--- src/rtl/hdu_scoreboard.sv ---
// hdu_scoreboard: ID-stage hazard detection unit built around a per-register
// countdown scoreboard. Each nonzero counter marks a result still in flight;
// its value is the number of cycles before a dependent instruction may issue.
// Stalls cover RAW dependences and WAW re-issue that could retire out of
// order. The unit also gates the branch-taken decision and keeps a saturating
// stall counter for performance monitoring.
module hdu_scoreboard #(
    parameter int ADDR_W   = 5,
    parameter int NUM_REGS = 32,
    parameter int MAX_LAT  = 4,
    parameter int LAT_W    = 3,
    parameter int PCNT_W   = 16
) (
    input  logic              Clk_in,
    input  logic              Rst_n_in,
    input  logic              Valid_ID_in,
    input  logic              Flush_ID_in,
    input  logic              Branch_ID_in,
    input  logic              Zr_in,
    input  logic [ADDR_W-1:0] RS1Addr_ID_in,
    input  logic [ADDR_W-1:0] RS2Addr_ID_in,
    input  logic              UseRS1_ID_in,
    input  logic              UseRS2_ID_in,
    input  logic              RegWrite_ID_in,
    input  logic [ADDR_W-1:0] RDAddr_ID_in,
    input  logic [LAT_W-1:0]  Lat_ID_in,
    output logic              Stall_out,
    output logic              Taken_out,
    output logic              Busy_out,
    output logic [PCNT_W-1:0] StallCnt_out
);

    localparam logic [LAT_W-1:0]  LAT_ONE  = LAT_W'(1);
    localparam logic [LAT_W-1:0]  LAT_MAX  = LAT_W'(MAX_LAT);
    localparam logic [PCNT_W-1:0] PCNT_ONE = PCNT_W'(1);
    localparam logic [PCNT_W-1:0] PCNT_TOP = '1;

    // Latency 0 would mean "result already available" and would never set a
    // counter; treat it as an ALU op. Anything beyond MAX_LAT is clipped so
    // the counter range stays bounded.
    function automatic logic [LAT_W-1:0] clamp_lat(input logic [LAT_W-1:0] lat);
        logic [LAT_W-1:0] res;
        if (lat == '0) begin
            res = LAT_ONE;
        end else if (lat > LAT_MAX) begin
            res = LAT_MAX;
        end else begin
            res = lat;
        end
        return res;
    endfunction

    // Saturating increment for the performance counter: never wraps.
    function automatic logic [PCNT_W-1:0] sat_inc(input logic [PCNT_W-1:0] val);
        logic [PCNT_W-1:0] res;
        if (val == PCNT_TOP) begin
            res = val;
        end else begin
            res = val + PCNT_ONE;
        end
        return res;
    endfunction

    // Storage exists only for r >= 1; x0 reads as a constant zero through
    // cnt_view so it can never produce a hazard.
    logic [LAT_W-1:0]  cnt_q    [1:NUM_REGS-1];
    logic [LAT_W-1:0]  cnt_view [NUM_REGS];
    logic [PCNT_W-1:0] stall_cnt_q;

    logic [LAT_W-1:0] eff_lat;
    logic [LAT_W-1:0] lat_m1;
    logic             live;
    logic             raw_rs1;
    logic             raw_rs2;
    logic             raw;
    logic             waw;
    logic             stall;
    logic             issue;
    logic             any_busy;

    // Expose the counters as a full NUM_REGS-entry table with entry 0 tied off.
    always_comb begin
        cnt_view[0] = '0;
        for (int r = 1; r < NUM_REGS; r++) begin
            cnt_view[r] = cnt_q[r];
        end
    end

    // Hazard evaluation: purely combinational from the current counters.
    always_comb begin
        eff_lat = clamp_lat(Lat_ID_in);
        lat_m1  = eff_lat - LAT_ONE;
        live    = Valid_ID_in & ~Flush_ID_in;

        raw_rs1 = UseRS1_ID_in & (RS1Addr_ID_in != '0)
                & (cnt_view[RS1Addr_ID_in] != '0);
        raw_rs2 = UseRS2_ID_in & (RS2Addr_ID_in != '0)
                & (cnt_view[RS2Addr_ID_in] != '0);
        raw     = raw_rs1 | raw_rs2;

        // A new write may only go ahead if it cannot complete before (or at
        // the same time as) an older in-flight write to the same register.
        waw     = RegWrite_ID_in & (RDAddr_ID_in != '0)
                & (cnt_view[RDAddr_ID_in] > lat_m1);

        stall   = live & (raw | waw);
        issue   = live & ~stall & RegWrite_ID_in & (RDAddr_ID_in != '0);
    end

    // Busy when any in-flight result is still counting down.
    always_comb begin
        any_busy = 1'b0;
        for (int r = 1; r < NUM_REGS; r++) begin
            any_busy = any_busy | (cnt_q[r] != '0);
        end
    end

    // Scoreboard update: a new issue reloads its entry, otherwise count down.
    always_ff @(posedge Clk_in or negedge Rst_n_in) begin
        if (!Rst_n_in) begin
            for (int r = 1; r < NUM_REGS; r++) begin
                cnt_q[r] <= '0;
            end
        end else begin
            for (int r = 1; r < NUM_REGS; r++) begin
                if (issue && (RDAddr_ID_in == ADDR_W'(r))) begin
                    cnt_q[r] <= lat_m1;
                end else if (cnt_q[r] != '0) begin
                    cnt_q[r] <= cnt_q[r] - LAT_ONE;
                end
            end
        end
    end

    // Performance monitor: count stalled cycles, holding at all-ones.
    always_ff @(posedge Clk_in or negedge Rst_n_in) begin
        if (!Rst_n_in) begin
            stall_cnt_q <= '0;
        end else if (stall) begin
            stall_cnt_q <= sat_inc(stall_cnt_q);
        end
    end

    assign Stall_out    = stall;
    assign Taken_out    = live & Branch_ID_in & Zr_in & ~stall;
    assign Busy_out     = any_busy;
    assign StallCnt_out = stall_cnt_q;

endmodule

--- config.mk ---
export PLATFORM = sky130hd
export DESIGN_NAME = hdu_scoreboard
export DESIGN_NICKNAME = d
export VERILOG_FILES = /design/src/rtl/hdu_scoreboard.sv
export SDC_FILE = /design/constraint.sdc
export NUM_CORES = 1
export LEC_CHECK = 0
export BUFFER_PORTS_ARGS = -buffer_cell sky130_fd_sc_hd__buf_2
export CAP_MARGIN = 20
export CORE_MARGIN = 2
export CORE_UTILIZATION = 57
export CTS_CLUSTER_DIAMETER = 80
export DETAILED_ROUTE_END_ITERATION = 10
export PLACE_DENSITY = 0.75
export SETUP_SLACK_MARGIN = 0.3
export SYNTH_ARGS = -nofsm -noshare
export SYNTH_HDL_FRONTEND = slang
export SYNTH_SLANG_ARGS = --single-unit
--- constraint.sdc ---
create_clock -name Clk_in -period 3.3 [get_ports Clk_in]
set_clock_uncertainty 0.05 [all_clocks]
set_input_delay 0.165 -clock Clk_in [delete_from_list [all_inputs] [get_ports Clk_in]]
set_output_delay 0.165 -clock Clk_in [all_outputs]
set_load 0.005 [all_outputs]
==> impl_results.md, run 1 <==
- Via/cell ratio: 6.391
- Pint: about 5300 uW
- Setup Total Neg Slack: -20.41 ns
- Max clock buf depth: 2
- Synth-to-layout area growth: 21.97%
- Final-report hold violation count: 0
- Vias in the first global route: 7,660
- Most common cell in the netlist: mux2i_1
- Reg2reg end: cnt_q[65]
- Net Sw Frac: a little over two fifths
- Synth top cells by count: mux2i_1 (128), dfrtp_1 (109), inv_1 (74), ha_1 (67), nand2_1 (52)
- Final wirelength: 26,280 um
- Io pins: 46
- Utilization after layout: a little over 70%
- Die area: 16,350 um^2
- Final Slew Violations: 0
- Cell taking the most area after synthesis: dfrtp_1
- Async SR Flop Fraction: 100.0%
- Hold endpoint: cnt_q[88]
- Setup crit start: cnt_q[37]
- Clock power frac: a little under an eighth
- Worst-Margin Slew: about 0.86 ns
- CP arrival: roughly 3.4 ns
- Clock transition at path regs: approximately 0.080 ns
- Initial Util: approximately 58%
- GP Congestion: 0.9636
- Die height: roughly 130 um
- Skew-Pair Late Insertion Delay: around 0.37 ns
- Syn Area/Cell: 10.04 um^2
- Row Count: between 40 and 50
- Htree depth: 3
- Initial antenna violation count: 0
- Pin count of the biggest net entering global routing: 61
- Share of layout cells above drive strength 1: between 20% and 30%
- Critical path class: flop to primary output
- Peak supply drop: 0.3668 mV
- R2r setup slk: -0.30 ns
- Number of I/O port buffers: 45
- Unrepaired setup endpoints after global routing: true
- Worst EP required: between 3 and 4 ns
- Core ar.: 15,090 um^2
- HP Class: input pin to flop
- Sequential element share of the synthesized area: between 30 and 40%
- Iter 0 DRT Violations: 872
- Gr usage total: 32.98%
- Minimum clock period: ~3.6 ns
- YS warnings: 0
- Pleak: approximately 0.0053 uW
- Nets: around 1,100
- Gate Count Post-Synth: 871
- DRC viols: 0
- Comb power frac: between 50% and 60%
- Crit Reg-Reg Startpoint: cnt_q[37]
- Total CTS buffers: 9
- DR pass1 iterations: 5
- Max-cap violations: 0
- ANT cells: 0
- Register share of total power: between 20 and 30%
- Sw Pwr: 3944 uW
- Die Wd: approximately 130 um
- Hpwl dp: about 18,000 um
- Synthesized flop and latch total: roughly 110
- Worst hold path cell count: 5
- R2r worst-path depth: 14
- TritonCTS clock tree: built
- Worst Setup Slack, final: -0.3114 ns
- Gr ovfl total: 0
- Max-slew headroom: between 40% and 50%
- Worst min-delay path startpoint: Flush_ID_in
- Clock Tree Root: clkbuf_16
- Count of cell types in the netlist: 52
- DRT antenna net count: 0
- DR WL/cell: between 20 and 25 um
- Worst setup SP type: flop
- Top cells by area, synth: dfrtp_1 (31%), mux2i_1 (15%), ha_1 (9.6%), mux4_2 (7.7%), xnor2_1 (3.3%)
- Pwr dens: 863.0 nW/um^2
- Max Freq: around 0.28 GHz
- Post-synth EDFFs: 0
- Post-synth top area share: ~31%
- Net count after synthesis: 965
- Final worst-path cycle share: 109.4%
- Top_reg_cell synth: dfrtp_1
- Outcome: finished, violations left
- Failing checks: setup timing
- First-pass GRT wire length: slightly above 40,000 um
- Clock Sinks: between 100 and 150
- Crit Path Max Fanout: 3
- Mapped Area: ~8700 um^2
- Setup crit end kind: primary output
- Final setup vio count: 110
- Via count: about 7,600
cells by family (layout without fill, tap and decap cells):
kind of cell | after synthesis | after routing | synth area share, %
compound gates | 88 | 88 | 6.082
xor+xnor | 46 | 46 | 4.608
flops | 109 | 109 | 31.20
simple gates | 279 | 279 | 19.73
buf+inv | 121 | 251 | 6.025
fa+ha+maj | 67 | 67 | 9.588
mux | 161 | 161 | 22.77
power groups by stage:
stage	clock, uW	sequential, uW	combinational, uW
detailed placement	0	2630	4880
global route	1130	2710	6030
CTS	1090	2620	5230
floorplan	0	2570	3230
global placement	0	2620	4650
finish	1080	2640	5480
placed cells by master (no fill, tap or decap), drive strengths merged, types with 10 or more instances in the layout:
cell type    n
buf        160
mux2i      128
dfrtp      109
inv         75
ha          67
nand2       52
nor2        48
nor3        44
o21ai       41
nand2b      37
xnor2       33
mux4        30
nor4        27
nand4       18
nand3       18
a21oi       16
xor2        13
clkbuf      10
layout make-up:
cell class / instances / area [um^2]
fillers: 1061 / 4425
clock buffers: 10 / 239.0
flip-flops and latches: 109 / 2730
inverters: 74 / 277.8
multi-input cells: 641 / 5827
well taps: 188 / 235.2
repair buffers: 161 / 1308
clock inverters: 6 / 47.55
sequential cells by signal, indices dropped and copies added, names as in the netlist:
signal and count:
cnt_q 93, StallCnt_out 16
critical path: stages (launching register included):
cell,delay [ns]
dfrtp_1,0.41
mux4_2,0.53
mux4_2,0.48
mux2_4,0.28
ha_4,0.22
a21o_1,0.19
a21oi_2,0.13
nor2_2,0.07
nor4_4,0.22
buf_12,0.17
buf_6,0.09
and4_1,0.14
buf_2,0.10
per-stage QoR:
stage	hold WS, ns	std cells	power (uW)	instance area (um^2)	setup slack (ns)
floorplan	-0.1806	871	5799	8802	0.1173
global placement	0.2475	1155	7267	9792	-0.1054
detailed placement	0.2463	1155	7512	9792	-0.1720
CTS	0.2839	1183	8945	10530	-0.3341
global route	0.2989	1189	9867	10660	-0.3957
finish	0.2908	1189	9203	10660	-0.3114
metal layers:
layer	global-route usage, %	vias to the layer above	part of all wire (%)
met5	0	-	0
met4	13.32	0	3.8
met3	7.346	101	8.7
met2	53.51	394	47
met1	43.09	3722	40
li1	-	3382	-
worst max-delay path by stage:
stage / end / slack [ns]
final: Taken_out / -0.31
after global routing: Taken_out / -0.40
after CTS: Taken_out / -0.33
after detailed placement: cnt_q[92] / -0.17
after global placement: cnt_q[49] / -0.11
after floorplan: cnt_q[61] / 0.12
timing repair:
item                                    CTS  global route
gates resized for setup                  60            25
endpoints found under the hold margin    59             0
hold buffers                              1             0
setup buffers                             8             6
endpoints found under the setup margin  111           111
pin swaps                                24            22
gates cloned                              3             0
Note: power is estimated with default switching activity, not from simulation.
==> inputs of run 2 (changes only) <==
Settings changed: CORE_ASPECT_RATIO set to 0.75.
==> run 2 against run 1 <==
- the run still ends with setup timing left
- critical path depth up 1
- register-to-register slack lost 0.05 ns
- cell area increased by 0.45%
- sequential power is 2% higher
- wire length is 0.29% higher
- cell count up 2.3%
- sequential share of layout area is 0.090 points lower
- largest cell class unchanged
==> impl_results.md, run 2 (synthesis gave the netlist of run 1 again) <==
- Die Wd: around 150 um
- Iter 0 DRT Violations: 949
- First-pass GRT wire length: approximately 41,000 um
- Htree depth: 3
- Setup Total Neg Slack: -22.37 ns
- Clock Sinks: between 100 and 150
- Critical path class: flop to primary output
- Initial antenna violation count: 0
- Skew-Pair Late Insertion Delay: approximately 0.37 ns
- WP buf/inv: 4
- Pin count of the biggest net entering global routing: a little under 60
- Die area: 16,360 um^2
- Minimum clock period: 3.656 ns
- Gr ovfl total: 0
- Pwr dens: ~880 nW/um^2
- Pleak: 0.005320 uW
- Setup crit end kind: primary output
- DR pass1 iterations: 6
- DRT antenna net count: 0
- Crit Path Max Fanout: 3
- TritonCTS clock tree: built
- Max Freq: about 0.27 GHz
- Max-slew headroom: about two fifths
- Worst Setup Slack, final: -0.3558 ns
- DRC viols: 0
- Die height: ~110 um
- Clock transition at path regs: about 0.070 ns
- Max clock buf depth: 2
- HP Class: input pin to flop
- Io pins: 46
- Final-report hold violation count: 0
- Worst setup SP type: flop
- Top delay family on crit path: multiplexers
- DR WL/cell: roughly 22 um
- Cell Chain, Critical Path: mux4_2 > mux4_2 > mux2_4 > ha_4 > a21o_1 > a21oi_2 > nor2_2 > nor4_4 > buf_4 > buf_6 > buf_6 > nor2_2 > buf_2
- Slowest CP cell: mux4_2
- Failing checks: setup timing
- Row Count: 39
- Max-cap violations: 0
- Largest Register: cnt_q
- Final wirelength: 26,350 um
- ANT cells: 0
- Worst-Margin Slew: between 0.9 and 1 ns
- Initial Util: 57.80%
- CP arrival: about 3.4 ns
- GP Congestion: between 0.9 and 1
- Total CTS buffers: 9
- Share of layout cells above drive strength 1: about 28%
- Slowest stage delay, CP: approximately 0.51 ns
- Final worst-path cycle share: 110.8%
- Commonest non-fill, non-tap cell in the layout: mux2i_1
- Via/cell ratio: about 6.3
- Nets: 1,100
- Final setup vio count: 110
- Number of I/O port buffers: between 40 and 50
- Gr usage total: between 30 and 40%
- Commonest non-fill, non-tap cells in the layout: mux2i_1 (128), dfrtp_1 (105), buf_4 (101)
- Via count: around 7,700
- Final Slew Violations: 0
- Worst EP required: around 3.1 ns
- Core ar.: between 15,000 and 20,000 um^2
- Synth-to-layout area growth: 22.51%
- Unrepaired setup endpoints after global routing: true
- Max FFs per register: 93
- Clock Tree Root: clkbuf_16
- Peak supply drop: ~0.47 mV
- Hpwl dp: ~19,000 um
- Vias in the first global route: between 7,000 and 8,000
- Utilization after layout: between 70% and 80%
- Outcome: finished, violations left
## run 2: power breakdown
group	switching, uW	total, uW	leakage (uW)	internal (uW)
logic	2780	5460	0.00386	2690
clock network	537	1230	0.000163	694
registers	673	2680	0.00130	2010
## run 2: cell type report
cell class	count	area, um^2
Clock buffer	10	239.0
Clock inverter	6	95.09
Fill cell	1076	4415
Inverter	74	277.8
Multi-Input combinational cell	641	5774
Sequential cell	109	2733
Tap cell	205	256.5
Timing Repair Buffer	171	1336
## run 2: worst paths after layout
path                                   from                to  slack, ns  depth (start not counted)
max                               cnt_q[73]         Stall_out      -0.36                         13
min                             Flush_ID_in         cnt_q[91]       0.28                          5
max reg2reg                       cnt_q[73]         cnt_q[88]      -0.35                         14
min reg2reg                StallCnt_out[10]  StallCnt_out[10]       0.44                          1
max in group asynchronous          Rst_n_in         cnt_q[11]       2.06                          3
min in group asynchronous          Rst_n_in   StallCnt_out[8]       0.36                          2
## run 2: what timing repair did
item	in CTS	in global routing
endpoints found under the hold margin	56	0
hold buffers	1	0
pin swaps	17	9
endpoints found under the setup margin	111	111
gates resized for setup	55	18
buffers inserted	10	8
gates cloned	1	0
## run 2: tightest hold or removal path, cell delays in order
cell,delay [ns]
buf_2,0.08
nor2b_1,0.04
buf_4,0.17
nand4_4,0.13
mux2i_1,0.07
## run 2: routing by layer
| metal | global-route usage, % | share of wire, % | up-vias |
|---|---|---|---|
| met1 | 47.50 | 42 | 3723 |
| met3 | 8.930 | 12 | 83 |
| met4 | 9.744 | 3.2 | 0 |
| li1 | - | - | 3386 |
| met5 | 0 | 0 | - |
| met2 | 48.08 | 43 | 471 |
## run 2: stage by stage
step	instance area, um^2	power [uW]	setup slack [ns]	hold slack (ns)	instances
global route	10710	10040	-0.4757	0.2978	1216
CTS	10550	9080	-0.3835	0.2751	1207
finish	10710	9374	-0.3558	0.2800	1216
global placement	9846	7354	-0.2085	0.2315	1179
floorplan	8802	5799	0.1173	-0.1806	871
detailed placement	9846	7555	-0.3063	0.2328	1179
==> inputs of run 3 (changes only) <==
Settings changed: CORE_UTILIZATION 57 to 60.
Clock period 3.3 ns to 4.7 ns, I/O delays scaled along.
==> run 3 against run 2 <==
- the run now ends clean
- cell count decreased by 9.8%
- clock-buffer cell count increased by 1
- power decreased by 39%
- first-iteration DRC count decreased by 30%
- sequential power decreased by 24%
- combinational power decreased by 49%
- worst setup slack improved by 1.1 ns
- critical path type unchanged
- largest power group unchanged
==> impl_results.md, run 3 (synthesis gave the netlist of run 1 again) <==
- Initial antenna violation count: 0
- Unrepaired setup endpoints after global routing: false
- Post-CTS setup buffers: 0
- Gr usage total: between 30 and 40%
- Minimum clock period: a little under 4 ns
- Clock Sinks: approximately 110
- CP arrival: between 3 and 4 ns
- Max-cap violations: 0
- Share of layout cells above drive strength 1: 15.07%
- Crit Path Max Fanout: 37
- Setup crit end kind: primary output
- Number of I/O port buffers: 45
- Pwr dens: just over 600 nW/um^2
- HP Class: input pin to flop
- Max Freq: around 0.25 GHz
- Die Wd: between 100 and 150 um
- Core ar.: 14,360 um^2
- Via count: around 7,000
- Final Slew Violations: 0
- Row Count: 38
- Max FFs per register: 93
- Total CTS buffers: 9
- Max clock buf depth: 2
- Filler Cells Inserted: approximately 1,200
- Peak supply drop: around 0.36 mV
- Htree depth: 3
- Commonest non-fill, non-tap cell in the layout: mux2i_1
- Max-slew headroom: ~38%
- DRT antenna net count: 0
- Gr ovfl total: 0
- Outcome: finished clean
- Skew-Pair Late Insertion Delay: between 0.3 and 0.4 ns
- Synth-to-layout area growth: 7.871%
- Setup Total Neg Slack: 0 ns
- Final setup vio count: 0
- Clock Tree Root: clkbuf_16
- Pin count of the biggest net entering global routing: just over 60
- Worst-Margin Slew: 0.9270 ns
- Clock transition at path regs: ~0.07 ns
- DR pass1 iterations: 5
- Worst EP required: 4.41 ns
- GP Congestion: ~0.95
- Final worst-path cycle share: about 84%
- Die area: 15,560 um^2
- DRC viols: 0
- Nets: ~990
- Pleak: 0.004678 uW
- Largest Register: cnt_q
- Iter 0 DRT Violations: approximately 660
- DR WL/cell: between 20 and 25 um
- Worst hold path cell count: 4
- Worst slack on hold paths: 0.3848 ns
- TritonCTS clock tree: built
- Initial Util: 60.89%
- Io pins: 46
- Hpwl dp: around 17,000 um
- Critical path class: flop to primary output
- R2r worst-path depth: 11
- Worst setup SP type: flop
- First-pass GRT wire length: around 36,000 um
- Final wirelength: roughly 23,000 um
- Die height: roughly 110 um
- Final-report hold violation count: 0
- Vias in the first global route: between 6,000 and 7,000
- Via/cell ratio: between 6 and 7
- Commonest non-fill, non-tap cells in the layout: mux2i_1 (128), dfrtp_1 (109), inv_1 (74)
run 3: worst paths after layout:
check                                start         endpoint  slack [ns]
hold / removal                 Flush_ID_in        cnt_q[84]        0.38
min in group asynchronous         Rst_n_in        cnt_q[73]        0.43
hold reg to reg            StallCnt_out[6]  StallCnt_out[6]        0.44
max in group asynchronous         Rst_n_in        cnt_q[19]        3.01
setup reg to reg                 cnt_q[40]  StallCnt_out[1]        1.04
setup / recovery                 cnt_q[40]        Taken_out        0.74
run 3: repair_timing:
item / in CTS / in global routing
setup endpoints to repair: 0 / 1
gates resized for setup: 0 / 1
endpoints found under the hold margin: 60 / 0
hold buffers: 1 / 0
run 3: layout make-up:
cell class                      count  area (um^2)  area share [%]
Tap cell                          200        250.2           2.653
Inverter                           74        277.8           2.945
Antenna cell                        1        2.502         0.02653
Timing Repair Buffer               58        342.8           3.635
Sequential cell                   109         2728           28.92
Clock buffer                       11        252.7           2.680
Multi-Input combinational cell    641         5509           58.41
Clock inverter                      3        68.82          0.7296
run 3: metal layers:
metal / vias to the layer above / part of all wire, % / GRT usage, %
met2: 336 / 41 / 42.31
met1: 3335 / 47 / 46.72
li1: 3153 / - / -
met5: - / 0 / 1.645
met4: 0 / 1.5 / 7.143
met3: 32 / 11 / 9.256
run 3: critical path, stage by stage, from the launching register on:
cell and delay, ns:
dfrtp_1 0.46, mux4_2 0.48, mux4_2 0.47, mux2_2 0.28
ha_1 0.31, a21o_1 0.16, a21oi_1 0.13, nor2_1 0.08
nor4_4 0.30, buf_12 0.31, and4_1 0.22, buf_2 0.11
run 3: power by group:
group          internal (uW)  switching, uW  leakage [uW]  total, uW
clock                    493            350      0.000158        842
sequential              1410            640       0.00131       2050
combinational           1330           1470       0.00321       2810
run 3: through the flow:
stage | total power, uW | instances | cell area, um^2 | worst slack, ns | utilization [%]
detailed placement | 4801 | 1081 | 9095 | 0.4366 | 63.34
CTS | 5666 | 1096 | 9427 | 0.5147 | 65.65
floorplan | 4058 | 871 | 8743 | 0.8975 | -
global route | 6186 | 1096 | 9429 | 0.5129 | 65.67
finish | 5698 | 1097 | 9432 | 0.7404 | 65.68
global placement | 4686 | 1081 | 9095 | 0.5418 | 63.34
